==> config.mk <==
export PLATFORM = sky130hd
export DESIGN_NAME = sodor5_commit_fifo
export DESIGN_NICKNAME = d
export VERILOG_FILES = /design/src/rtl/sodor5_commit_checker.sv
export SDC_FILE = /design/constraint.sdc
export NUM_CORES = 1
export LEC_CHECK = 0
export BUFFER_PORTS_ARGS = -buffer_cell sky130_fd_sc_hd__buf_2
export CORE_ASPECT_RATIO = 1.2
export CORE_UTILIZATION = 51
export DETAILED_ROUTE_END_ITERATION = 8
export PLACE_DENSITY = 0.7
export SYNTH_ARGS = -nofsm -noshare
export SYNTH_HDL_FRONTEND = slang
export SYNTH_SLANG_ARGS = --single-unit
==> constraint.sdc <==
create_clock -name clk -period 4.21 [get_ports clk]
set_input_delay 0.421 -clock clk [delete_from_list [all_inputs] [get_ports clk]]
set_output_delay 0.421 -clock clk [all_outputs]
set_load 0.02 [all_outputs]
==> src/rtl/sodor5_commit_checker.sv <==
// Commit-stream checker: buffers core and reference-model register writebacks
// and compares them pairwise in program order, latching the first failure.

module sodor5_commit_fifo #(
  parameter int unsigned DEPTH = 8,
  parameter int unsigned WIDTH = 37
) (
  input  logic             clk,
  input  logic             reset,
  input  logic             i_push,
  input  logic             i_pop,
  input  logic [WIDTH-1:0] i_wdata,
  output logic [WIDTH-1:0] o_head_c,
  output logic             o_empty,
  output logic             o_full,
  output logic             o_empty_nxt_c
);

  localparam int unsigned PTR_W = (DEPTH > 1) ? $clog2(DEPTH) : 1;
  localparam int unsigned OCC_W = $clog2(DEPTH + 1);

  logic [WIDTH-1:0] r_mem [DEPTH];
  logic [PTR_W-1:0] r_wr_ptr;
  logic [PTR_W-1:0] r_rd_ptr;
  logic [OCC_W-1:0] r_occ;
  logic             r_empty;
  logic             r_full;
  logic [OCC_W-1:0] w_occ_nxt;

  // Occupancy is the single source of truth for full/empty; pointers just wrap.
  always_comb begin
    w_occ_nxt = r_occ;
    unique case ({i_push, i_pop})
      2'b10:   w_occ_nxt = r_occ + OCC_W'(1);
      2'b01:   w_occ_nxt = r_occ - OCC_W'(1);
      default: w_occ_nxt = r_occ;
    endcase
  end

  always_ff @(posedge clk or posedge reset) begin
    if (reset) begin
      r_wr_ptr <= '0;
      r_rd_ptr <= '0;
      r_occ    <= '0;
      r_empty  <= 1'b1;
      r_full   <= 1'b0;
    end else begin
      if (i_push) r_wr_ptr <= r_wr_ptr + PTR_W'(1);
      if (i_pop)  r_rd_ptr <= r_rd_ptr + PTR_W'(1);
      r_occ   <= w_occ_nxt;
      r_empty <= (w_occ_nxt == OCC_W'(0));
      r_full  <= (w_occ_nxt == OCC_W'(DEPTH));
    end
  end

  // Storage carries no reset; occupancy decides what is live.
  always_ff @(posedge clk) begin
    if (i_push) r_mem[r_wr_ptr] <= i_wdata;
  end

  assign o_head_c      = r_mem[r_rd_ptr];
  assign o_empty       = r_empty;
  assign o_full        = r_full;
  assign o_empty_nxt_c = (w_occ_nxt == OCC_W'(0));

endmodule


# Word-level counts from Yosys, hierarchy flattened
# Memory sizes are Yosys's and may differ from the RTL's.
# Index checks and enable logic that the tools add are counted.
word_totals:
  mem_count: 1
  out_inout_bits: 40
  inputBits: 41
  mem_bits_rw: 296
  wordCells: 17
  register_bits: 12
  latch_bits: 0
  romBits: 0
mem_list:
  columns: ["memory", "depth", "word_bits", "read_ports", "rd_clocked_by_memory_dff", "write_ports", "line", "rtl"]
  rows:
  - ["r_mem", 8, 37, 1, 0, 1, "22", "logic [WIDTH-1:0] r_mem [DEPTH];"]
op_classes:
  order_cmp: 0
  n_addsub: 4
  eq_ne: 3
  mux: 3
  reduce_logical: 1
  n_div: 0
  shift: 0
  n_bitwise: 0
  multipliers: 0
op_table:
  columns: ["op", "count"]
  rows:
  - ["one-hot mux 4 bit (2 select lines)", 1]
  - ["adder 3 x 1 -> 3 bit, second input constant", 2]
  - ["adder 4 x 1 -> 4 bit, second input constant", 1]
  - ["equality test 4 bit, second input constant", 1]
  - ["logical NOT 4 bit", 1]
  - ["subtractor 4 x 1 -> 4 bit, second input constant", 1]
  - ["equality test 2 x 1 -> 1 bit, second input constant", 1]
  - ["equality test 2 bit, second input constant", 1]
  - ["two-way mux 1 bit", 2]

# Depth between registers and ports, before layout
depth:
  word_depth: 3
  depth_mapped: 9
  mapped_depth_nobuf: 8

# Least setup slack after synthesis
# No wires, ideal clock.
synth_timing:
  path_kind: "flip-flop to flip-flop"
  startpoint: "reg r_wr_ptr[0]"
  endpoint: "mem r_mem[0][0] (enable)"
  n_path_buf: 0
  arrival_ps: 3132
  path_stages_with_launch: 3
  setup_time_ps: 477
  synth_period_minus_slack_ps: 3609
  setup_slack_ps: 601
  required_time_ps: 3733
  cell_sequence: "dfrtp_1 > nand2b_1 > nor3_1"
synth_lines:
  columns: ["item", "line", "rtl"]
  rows:
  - ["start, declared", "23", "logic [PTR_W-1:0] r_wr_ptr;"]
  - ["start signal, assigned", "48", "if (i_push) r_wr_ptr <= r_wr_ptr + PTR_W'(1);"]
  - ["end, declared", "22", null]
# Straight into the memory's write port.

# Worst setup path after layout
layout_timing:
  startpoint: "reg r_rd_ptr[0]"
  endpoint: "out o_head_c[5]"
layout_between:
  elab_chain_cells: 1
layout_rtl:
  columns: ["item", "line", "rtl"]
  rows:
  - ["start, declared", "24", "logic [PTR_W-1:0] r_rd_ptr;"]
  - ["start signal, assigned", "49", "if (i_pop) r_rd_ptr <= r_rd_ptr + PTR_W'(1);"]
  - ["memory (8 x 37 bit)", null, null]
  - ["end, declared", "13", "output logic [WIDTH-1:0] o_head_c,"]
# Every way passes these cells.

==> impl_metrics.toml <==
[route]
wl_um = 20900
wl_per_cell_um = 23.3
drc_errors = 0
drt-vias-per-instance = 5.77
drt_iter0_drc = 351
ant_nets = 0
dr_total_vias = 5167
first_pass_iters = 4

[finish]
nets = 639
fin_area_um2 = 13400
final_cells = 895
area_growth_syn_to_layout_pct = 14.1
multi_input_area_um2 = 2510
n_fill_cell = 1580
drive_gt1_frac = 0.420
regArea_um2 = 9200

[status]
status = "complete, no violations"

[clocking]
root_buffer = "clkbuf_16"
clkTransAtPathRegs_ps = 60
clkLatencyLatePin_ps = 530
cts_resized = 0
cts_buffers = 28
cts_tree = "yes"
cts.path.max_buffers = 3
h-tree-depth = 1
cts.sinks = 308
cts_setup_buffers = 0

[hold_path]
min-delay-start = "i_wdata[6]"
hold_path_class = "primary input to register"

[power]
p_leak_nw = 4.44
power_density_nw_per_um2 = 698
irDropWorstVdd_v = 0.000479
p_total_w = 0.00939

[synth]
synth_top_area_cell = "edfxtp_1"
synth.area.mux_share = 0.181
syn-cell-area_um2 = 11800
syn_area_per_cell_um2 = 24.0
syn_inst = 492
synth_nets = 538
netlist.area_leader.share = 0.754
synth_fa_ha_area_frac = 0.00531
synth_area_leaders = "edfxtp_1, mux4_2, mux2_2, dfrtp_1, mux4_1"
synth_xor_xnor_area_share = 0.00796
seq_area_frac_synth = 0.780
synth-seq-cells = 308
synth_cell_type_count = 30
synth_compound_area_frac = 0.00340
synth_top_family_by_area = "multiplexers"
yosysWarnings = 0
synth-simple-area-share = 0.0115

[timing]
finalSetupTns_ps = 0
finalMaxSlewViolations = 0
hold_slack_ps = 160
finalSetupViolCount = 0
rsz0062_at_grt = "false"
max_freq_ghz = 0.317
slew_headroom = 0.269
finClkSkew_ps = 10.6
period_share = 0.750
hold_violations = 0
period_needed_ps = 3160
worst_slew_pin_slew_ps = 1100

[placement]
gp_congestion = 0.707
place_area_um2 = 12600
numPortBuffers = 80
dp_cells = 841
hpwl_um = 11600

[setup_path]
timing.rr.start = "r_wr_ptr[1]$_DFFE_PP0P_"
crit_path_start = "r_rd_ptr[0]$_DFFE_PP0P_"
end_kind = "output port"
crit_type = "register to output port"
critPathRequiredTime_ps = 3790
cp-start-kind = "register"
cp_max_fo = 25
arrival_ps = 2740

[floorplan]
initial_utilization = 0.523
die_h_um = 169
dieArea_um2 = 23700
coreArea_um2 = 22500
pin_count = 81
rows = 60
die_w_um = 141

[grt]
grt_max_degree = 77
grt_use_total = 0.185
grt_pass1_wl_um = 32500
gr-total-overflow = 0
antenna_found_initial = 3
grt_pass1_vias = 5629

[flow_run]
drv_cap = 0
-- state kept, by name (all words and copies together) (netlist names) --
register,cells
r_wr_ptr,3
o_full,1
r_mem,296
r_occ,4
r_rd_ptr,3
o_empty,1
-- kinds of logic after synthesis --
family / count (synthesis)
AO/OA/AOI/OAI: 6
multiplexers: 114
buffers and inverters: 24
AND/OR/NAND/NOR: 26
adder cells (fa/ha/maj): 5
flip-flops: 308
XOR/XNOR: 9
-- cells in the final DEF (no fill, tap or decap), types with 3 or more instances in the layout --
cell       synthesis  routed
buf_2              3      80
buf_4              0      11
clkbuf_16          0      29
clkinv_1           0       8
clkinv_2           0       9
dfrtp_1           11       8
edfxtp_1         296     296
ha_1               5       5
mux2_2            40      40
mux4_1             3       3
mux4_2            71      71
nand2_1            4       4
nand2b_1           4       4
nor2_4             0       6
xnor2_1            3       3
xor2_1             5       5
-- metal layers --
layer	vias to the layer above	wire length, µm	track usage
met5	-	23	0
met3	31	1280	0.0303
met4	4	316	0.0454
met1	2706	8320	0.242
li1	2278	-	-
met2	148	10900	0.325
-- stage by stage --
step                setup WS, ps   util
finish                      1050  0.597
global route                 862  0.597
CTS                          958  0.597
floorplan                    601      -
global placement            1550  0.558
detailed placement          1480  0.558
-- layout make-up --
class / count / area share
Inverter: 2 / 0.000558
Tap cell: 279 / 0.0260
Antenna cell: 1 / 0.000186
Clock inverter: 21 / 0.00958
Timing Repair Buffer: 93 / 0.0381
Clock buffer: 31 / 0.0545
Sequential cell: 308 / 0.684
Multi-Input combinational cell: 160 / 0.187
-- what timing repair did --
item,in CTS,in global routing
endpoints found under the hold margin,11,0
setup endpoints to repair,0,0
hold buffers,1,0
-- where the power goes --
group          total, W  switching, W  leakage [nW]  internal, W
clock           0.00235       0.00104         0.426      0.00131
combinational   0.00273       0.00136          1.19      0.00137
sequential      0.00431      0.000446          2.83      0.00386
-- cell usage after synthesis --
cell type	number
edfxtp_1	296
mux4_2	71
mux2_2	40
clkbuf_1	11
dfrtp_1	11
nor2_1	8
buf_6	6
ha_1	5
xor2_1	5
nand2_1	4
nand2b_1	4
nor3_1	4
buf_2	3
mux4_1	3
xnor2_1	3
a21oi_1	2
buf_1	2
inv_1	2
a211o_1	1
a31oi_1	1
and3_1	1
and3b_1	1
dfstp_2	1
nand4b_1	1
nor2b_1	1
nor4b_1	1
o21ai_0	1
o21ba_2	1
or2_1	1
xor3_1	1
-- worst paths after layout --
kind / to / cells past startpoint / slack, ps
max reg2reg: r_mem[5][4]$_DFFE_PP_ / 3 / 1930
min in group asynchronous: r_occ[2]$_DFF_PP0_ / 3 / 460
min: r_mem[1][6]$_DFFE_PP_ / 1 / 160
min reg2reg: r_wr_ptr[0]$_DFFE_PP0P_ / 1 / 540
max: o_head_c[5] / 4 / 1050
max in group asynchronous: r_rd_ptr[1]$_DFFE_PP0P_ / 3 / 3370
-- worst max-delay path, cell delays in order, from the launching register on --
cell,delay [ps]
dfrtp_4,750
buf_4,450
mux4_2,550
mux2_2,280
buf_2,160
Note: power is estimated with default switching activity, not from simulation.
